<file path="config.mk">
export PLATFORM = sky130hd
export DESIGN_NAME = led_mm_arbiter
export DESIGN_NICKNAME = d
export VERILOG_FILES = /design/src/rtl/led_mm_arbiter.sv
export SDC_FILE = /design/constraint.sdc
export NUM_CORES = 1
export LEC_CHECK = 0
export ABC_AREA = 1
export CORE_AREA = 4 4 117 119
export DETAILED_ROUTE_END_ITERATION = 10
export DIE_AREA = 0 0 121 123
export PLACE_DENSITY = 0.78
export SYNTH_ARGS = -nofsm -noshare
export SYNTH_HDL_FRONTEND = slang
export SYNTH_SLANG_ARGS = --single-unit
</file>
<file path="constraint.sdc">
create_clock -name clk -period 3.2 [get_ports clk]
set_input_delay 0.48 -clock clk [delete_from_list [all_inputs] [get_ports clk]]
set_output_delay 0.48 -clock clk [all_outputs]
set_load 0.05 [all_outputs]
</file>
<file path="src/rtl/led_mm_arbiter.sv">
// Two-master round-robin arbiter in front of the LED blinker Avalon-MM slave.
// One transaction in flight; reads complete on readdatavalid or on a timeout.
module led_mm_arbiter #(
    parameter int                ADDR_W      = 32,
    parameter int                DATA_W      = 32,
    parameter int                TIMEOUT_CYC = 16,
    parameter logic [DATA_W-1:0] ERR_DATA    = 32'hDEAD_BEEF
) (
    input  logic                clk,
    input  logic                rst,
    input  logic [2*ADDR_W-1:0] m_address,
    input  logic [1:0]          m_read,
    input  logic [1:0]          m_write,
    input  logic [2*DATA_W-1:0] m_writedata,
    output logic [1:0]          m_waitrequest,
    output logic [2*DATA_W-1:0] m_readdata,
    output logic [1:0]          m_readdatavalid,
    output logic [ADDR_W-1:0]   s_address,
    output logic                s_read,
    output logic                s_write,
    output logic [DATA_W-1:0]   s_writedata,
    input  logic                s_waitrequest,
    input  logic [DATA_W-1:0]   s_readdata,
    input  logic                s_readdatavalid,
    output logic                busy,
    output logic                timeout_err
);

    localparam int CNT_W = $clog2(TIMEOUT_CYC);
    localparam logic [CNT_W-1:0] CNT_LAST = CNT_W'(TIMEOUT_CYC - 1);

    localparam logic [1:0] S_IDLE   = 2'd0;
    localparam logic [1:0] S_ISSUE  = 2'd1;
    localparam logic [1:0] S_RDWAIT = 2'd2;

    logic [1:0]          state_q, state_d;
    logic                grant_q, grant_d;
    logic                last_q, last_d;
    logic [CNT_W-1:0]    cnt_q, cnt_d;
    logic [2*DATA_W-1:0] rdata_q, rdata_d;
    logic [1:0]          rdv_q, rdv_d;
    logic                terr_q, terr_d;

    logic [1:0] req;
    logic       g_wr, g_rd, issue, fin_ok, fin_err;

    // Write wins when a master raises both commands.
    assign req   = m_read | m_write;
    assign g_wr  = m_write[grant_q];
    assign g_rd  = m_read[grant_q] & ~g_wr;
    assign issue = (state_q == S_ISSUE);

    assign s_address   = grant_q ? m_address[ADDR_W +: ADDR_W] : m_address[0 +: ADDR_W];
    assign s_writedata = grant_q ? m_writedata[DATA_W +: DATA_W] : m_writedata[0 +: DATA_W];
    assign s_read      = issue & g_rd;
    assign s_write     = issue & g_wr;
    assign busy        = (state_q != S_IDLE);

    assign m_readdata      = rdata_q;
    assign m_readdatavalid = rdv_q;
    assign timeout_err     = terr_q;

    always_comb begin
        m_waitrequest = 2'b11;
        if (issue) m_waitrequest[grant_q] = s_waitrequest;
    end

    always_comb begin
        state_d = state_q;
        grant_d = grant_q;
        last_d  = last_q;
        cnt_d   = cnt_q;
        rdata_d = rdata_q;
        rdv_d   = 2'b00;
        terr_d  = 1'b0;
        fin_ok  = 1'b0;
        fin_err = 1'b0;
        case (state_q)
            S_IDLE: begin
                if (|req) begin
                    grant_d = (req == 2'b11) ? ~last_q : req[1];
                    state_d = S_ISSUE;
                end
            end
            S_ISSUE: begin
                cnt_d = '0;
                if (!s_waitrequest && g_wr) begin
                    last_d  = grant_q;
                    state_d = S_IDLE;
                end else if (!s_waitrequest && g_rd) begin
                    state_d = S_RDWAIT;
                    fin_ok  = s_readdatavalid;
                end else if (!g_wr && !g_rd) begin
                    // Request withdrawn mid-transfer: park in RD_WAIT so the timeout recovers.
                    state_d = S_RDWAIT;
                end
            end
            S_RDWAIT: begin
                cnt_d = cnt_q + 1'b1;
                if (s_readdatavalid)        fin_ok  = 1'b1;
                else if (cnt_q == CNT_LAST) fin_err = 1'b1;
            end
            default: state_d = S_IDLE;
        endcase
        if (fin_ok || fin_err) begin
            state_d        = S_IDLE;
            last_d         = grant_q;
            rdv_d[grant_q] = 1'b1;
            terr_d         = fin_err;
            if (grant_q) rdata_d[DATA_W +: DATA_W] = fin_err ? ERR_DATA : s_readdata;
            else         rdata_d[0 +: DATA_W]      = fin_err ? ERR_DATA : s_readdata;
        end
    end

    always_ff @(posedge clk or negedge rst) begin
        if (!rst) begin
            state_q <= S_IDLE;
            grant_q <= 1'b0;
            last_q  <= 1'b1;
            cnt_q   <= '0;
            rdata_q <= '0;
            rdv_q   <= 2'b00;
            terr_q  <= 1'b0;
        end else begin
            state_q <= state_d;
            grant_q <= grant_d;
            last_q  <= last_d;
            cnt_q   <= cnt_d;
            rdata_q <= rdata_d;
            rdv_q   <= rdv_d;
            terr_q  <= terr_d;
        end
    end

endmodule

</file>
-- After elaboration in Yosys (flattened, before gate mapping)
Index checks and enable logic that the tools add are counted.
- bits in registers: 75
- output and inout bits: 136
- logic and storage cells: 76
- add/subtract/negate cells: 1
- order comparisons: 2
- equality and inequality tests: 7
- muxes and demuxes: 30
- bitwise operators: 9
- reduce and logical (&&, ||, !) cells: 19
- operator list (kind ; number):
    $mux 32 ; 3
    $mux 1 ; 16
    $mux 2 ; 7
    $pmux 4 s2 ; 1
    $reduce_and 2->1 ; 4
    $reduce_bool 2->1 ; 4
    $pmux 2 s3 ; 1
    $ne 5x1->1 const B ; 1
    $add 4x1->4 const B ; 1
    $eq 2x2->1 const B ; 2
    $eq 4x4->1 const B ; 1
    $logic_and 1x1->1 ; 4
    $or 2x2->2 ; 2
    $and 1x1->1 ; 3
    $logic_not 1->1 ; 3
    $ne 3x3->1 const B ; 1
    $not 1->1 ; 3
    $reduce_and 3->1 ; 1
    $eq 2x1->1 const B ; 1
    $logic_not 2->1 ; 1
    $lt 1x2->1 const B ; 1
    $ne 2x2->1 const B ; 1
    $not 2->2 ; 1
    $pmux 1 s2 ; 1
    other kinds (4) ; 4

-- Depth between registers and ports, before layout
- word-level depth: 11
- depth in mapped cells: 11
- mapped depth without buffers: 10

-- Worst setup path before layout
OpenSTA, ideal clock, no wires.
- path kind: reg2out
- start point: register grant_q
- end point: output m_waitrequest[0]
- arrival time: 1.528 ns
- setup slack: 1.192 ns
- stages on the path, launching flop included: 5
- path through: dfrtp_1 > inv_2 > buf_1 > buf_1 > nand3_1
- cells in the longest elaborated chain, start to end: 7
- RTL lines (item ; line ; source):
    start, declared ; 37 ; logic grant_q, grant_d;
    start signal, assigned ; 126 ; grant_q <= grant_d;
    $lt 1x2->1 (not written as such) / $ge 1x1->1 (equally long branches) ; 65 ; if (issue) m_waitrequest[grant_q] = s_waitrequest;
    $logic_and 1x1->1 (not written as such) ; 65 ;
    $mux 1 (not written as such) ; 65 ;
    $demux 1 s1 * ; 65 ;
    $not 2->2 (no line) * ; n/a ;
    $or 2x2->2 (no line) * ; n/a ;
    $mux 2 * ; 65 ;
    end, declared ; 15 ; output logic [1:0] m_waitrequest,
Mark *: on every way between the ends. The rest lies on a longest branch, timed or not.

-- Final worst setup path
- start point: register grant_q
- end point: output s_writedata[17]
- cells in the longest elaborated chain, start to end: 1
- RTL lines (item ; line ; source):
    $mux 32 ; 54 ; assign s_writedata = grant_q ? m_writedata[DATA_W +: DATA_W] : m_writedata[0 +: DATA_W];
    end, declared ; 21 ; output logic [DATA_W-1:0] s_writedata,
No other way between the ends.

==> results.sh <==
export IMPL_worstMarginPinSlew_ps=742.0
export IMPL_top_level_ports=304
export IMPL_peakVddDrop_uv=571.1
export IMPL_cts_hold_buf=0
export IMPL_reg2reg_depth=4
export IMPL_wl_um=16140
export IMPL_drtAntennaViolNets=0
export IMPL_drv_cap=0
export IMPL_grt_max_degree=59
export IMPL_vias=4836
export IMPL_finalSetupTns_ps=0
export IMPL_vias_per_cell=4.507
export IMPL_clock_root_buffer="clkbuf_16"
export IMPL_synthesis_nets=784
export IMPL_clk_latency_ps=330
export IMPL_cts_resized=0
export IMPL_drtIter0Drc=291
export IMPL_diodes=0
export IMPL_r2r_end="m_readdata[36]"
export IMPL_hold_viol_final=0
export IMPL_crit_chain="buf_4, nand2_1, nand2_1, buf_4"
export IMPL_drive_above_1_share=0.1387
export IMPL_startpoint_type="flip-flop"
export IMPL_syn_inst=612
export IMPL_ys_seq_area_frac=0.4506
export IMPL_period_minus_slack_ps=2671
export IMPL_crit_start="grant_q"
export IMPL_worst_ep_arrival_time_ps=2190
export IMPL_post_cts_setup_buffers=0
export IMPL_crit_path_max_fanout=54
export IMPL_cts_buffers=9
export IMPL_gp_congestion=0.7860
export IMPL_final_cell_mix="342 x nand2_1, 235 x clkdlybuf4s50_1, 74 x buf_4"
export IMPL_hpwl_um=12310
export IMPL_status="completed"
export IMPL_slowest_stage="dfrtp_4"
export IMPL_dr_pass1_iters=4
export IMPL_max_stage_delay_ps=770
export IMPL_grt_pass1_vias=4638
export IMPL_cts_sinks=75
export IMPL_area_growth_pct=79.41
export IMPL_maxSlewViolCount=0
export IMPL_final_core_util=0.5949
export IMPL_skew_ps=6.388
export IMPL_netlist_area_sq_mm=0.004168
export IMPL_fin_crit_sh=0.8345
export IMPL_fp_dieW_um=121
export IMPL_wl_per_cell_um=15.04
export IMPL_ys_ff_latch=75
export IMPL_grt_setup_unrepaired="false"
export IMPL_syn_avg_cell_area_sq_um=6.810
export IMPL_yosysWarningCount=0
export IMPL_setup_viol=0
export IMPL_grt_pass1_wl_um=24360
export IMPL_initial_utilization=0.3316
export IMPL_cts_path_max_buffers=2
export IMPL_p_per_area_mw_per_mm2=1170
export IMPL_drc=0
export IMPL_die_area_sq_mm=0.01488
export IMPL_die_y_um=123
export IMPL_r2r_start="grant_q"
export IMPL_grtUsageTotal=0.2083
export IMPL_maxSlewHeadroom=0.5053
export IMPL_fin_nets=1068
export IMPL_clock_fmax_mhz=374.5
export IMPL_antenna_found_initial=0
export IMPL_hp_class="in2async"
export IMPL_r2r_slack_ps=850
export IMPL_worstSetupPathType="reg2out"
export IMPL_p_leak_nw=3.893
export IMPL_layout_commonest_cell="nand2_1"
export IMPL_end_kind="output port"
export IMPL_grt_overflow_total=0
export IMPL_port_buffers=303
export IMPL_cts_tree="yes"
export IMPL_core_sq_mm=0.01257
export IMPL_worstPathRequired_ps=2720
export IMPL_htreeDepth=3
export IMPL_yosysUniqueCellTypes=20
export IMPL_num_rows=41
export IMPL_clk_pin_slew_ps=60
worst max-delay path, delay by kind of cell, from the launching register on:
| kind | cells | cell delay, ps |
|---|---|---|
| buf+inv | 2 | 780 |
| flops | 1 | 770 |
| simple gates | 2 | 290 |
registers in the layout, summed over array words and instances (netlist names):
name and cells:
m_readdata 64, cnt_q 4, m_readdatavalid 2, state_q 2, grant_q 1, last_q 1
timeout_err 1
area by class of cell:
type                    instances  area [sq um]
multi-input cells             476          2018
fillers                      1170          5091
repair buffers                311          2948
clock buffers                  10         239.0
well taps                     172         215.2
inverters                      23         87.58
clock inverters                 6         87.58
flip-flops and latches         75          1882
power by group:
| group | internal [mW] | switching (mW) | leakage, nW | total (mW) |
|---|---|---|---|---|
| combinational | 1.76 | 4.17 | 2.76 | 5.93 |
| clock | 0.705 | 0.386 | 0.163 | 1.09 |
| sequential | 1.39 | 0.336 | 0.968 | 1.73 |
| total | 3.85 | 4.89 | 3.89 | 8.75 |
synthesized netlist by cell type:
cell type  count  area share
nand4_1        5      0.0075
nand2_1      342        0.31
buf_1          6      0.0054
buf_4          4      0.0072
buf_2         10       0.012
inv_1         22       0.020
o21ai_0        2      0.0024
inv_2          1     0.00090
dfstp_2        1      0.0063
or2_2         26       0.039
ha_1           4       0.012
nand2_2        4      0.0060
nor2_1        13       0.012
buf_6          2      0.0054
a21oi_1        6      0.0072
clkbuf_1      16       0.014
nand3_1       72       0.086
dfrtp_1       74        0.44
xor2_1         1      0.0021
o21bai_1       1      0.0018
worst max path at each step:
| stage | to | cells after the start |
|---|---|---|
| after floorplan | m_waitrequest[0] | 4 |
| after global placement | m_waitrequest[1] | 4 |
| after detailed placement | m_waitrequest[1] | 4 |
| after CTS | s_writedata[17] | 4 |
| after global routing | s_writedata[17] | 4 |
| final | s_writedata[17] | 4 |
metrics by stage:
stage | hold WS, ps | cells | power, mW | cell area, sq um | worst slack (ps)
after floorplan | 184.4 | 612 | 5.609 | 4168 | 1192
after detailed placement | 457.0 | 1057 | 7.714 | 7151 | 776.3
after global placement | 452.1 | 1057 | 7.666 | 7151 | 775.7
after CTS | 247.1 | 1073 | 8.828 | 7477 | 500.4
after global routing | 269.6 | 1073 | 9.224 | 7477 | 382.1
final | 217.5 | 1073 | 8.747 | 7477 | 529.5
cells by family (layout without fill, tap and decap cells):
logic type	Yosys count	after routing	synth area share
buf+inv	61	350	0.06515
compound gates	9	9	0.01141
simple gates	462	462	0.4587
fa+ha+maj	4	4	0.01201
xor+xnor	1	1	0.002102
flops	75	75	0.4506
layer usage:
layer,track usage,part of all wire,vias to the layer above
met5,0,0,-
met4,0.05453,0.014,0
met3,0.06404,0.093,13
met2,0.3658,0.51,203
met1,0.2484,0.38,2168
li1,-,-,2452
No activity file was read; power rests on OpenSTA's default activity.
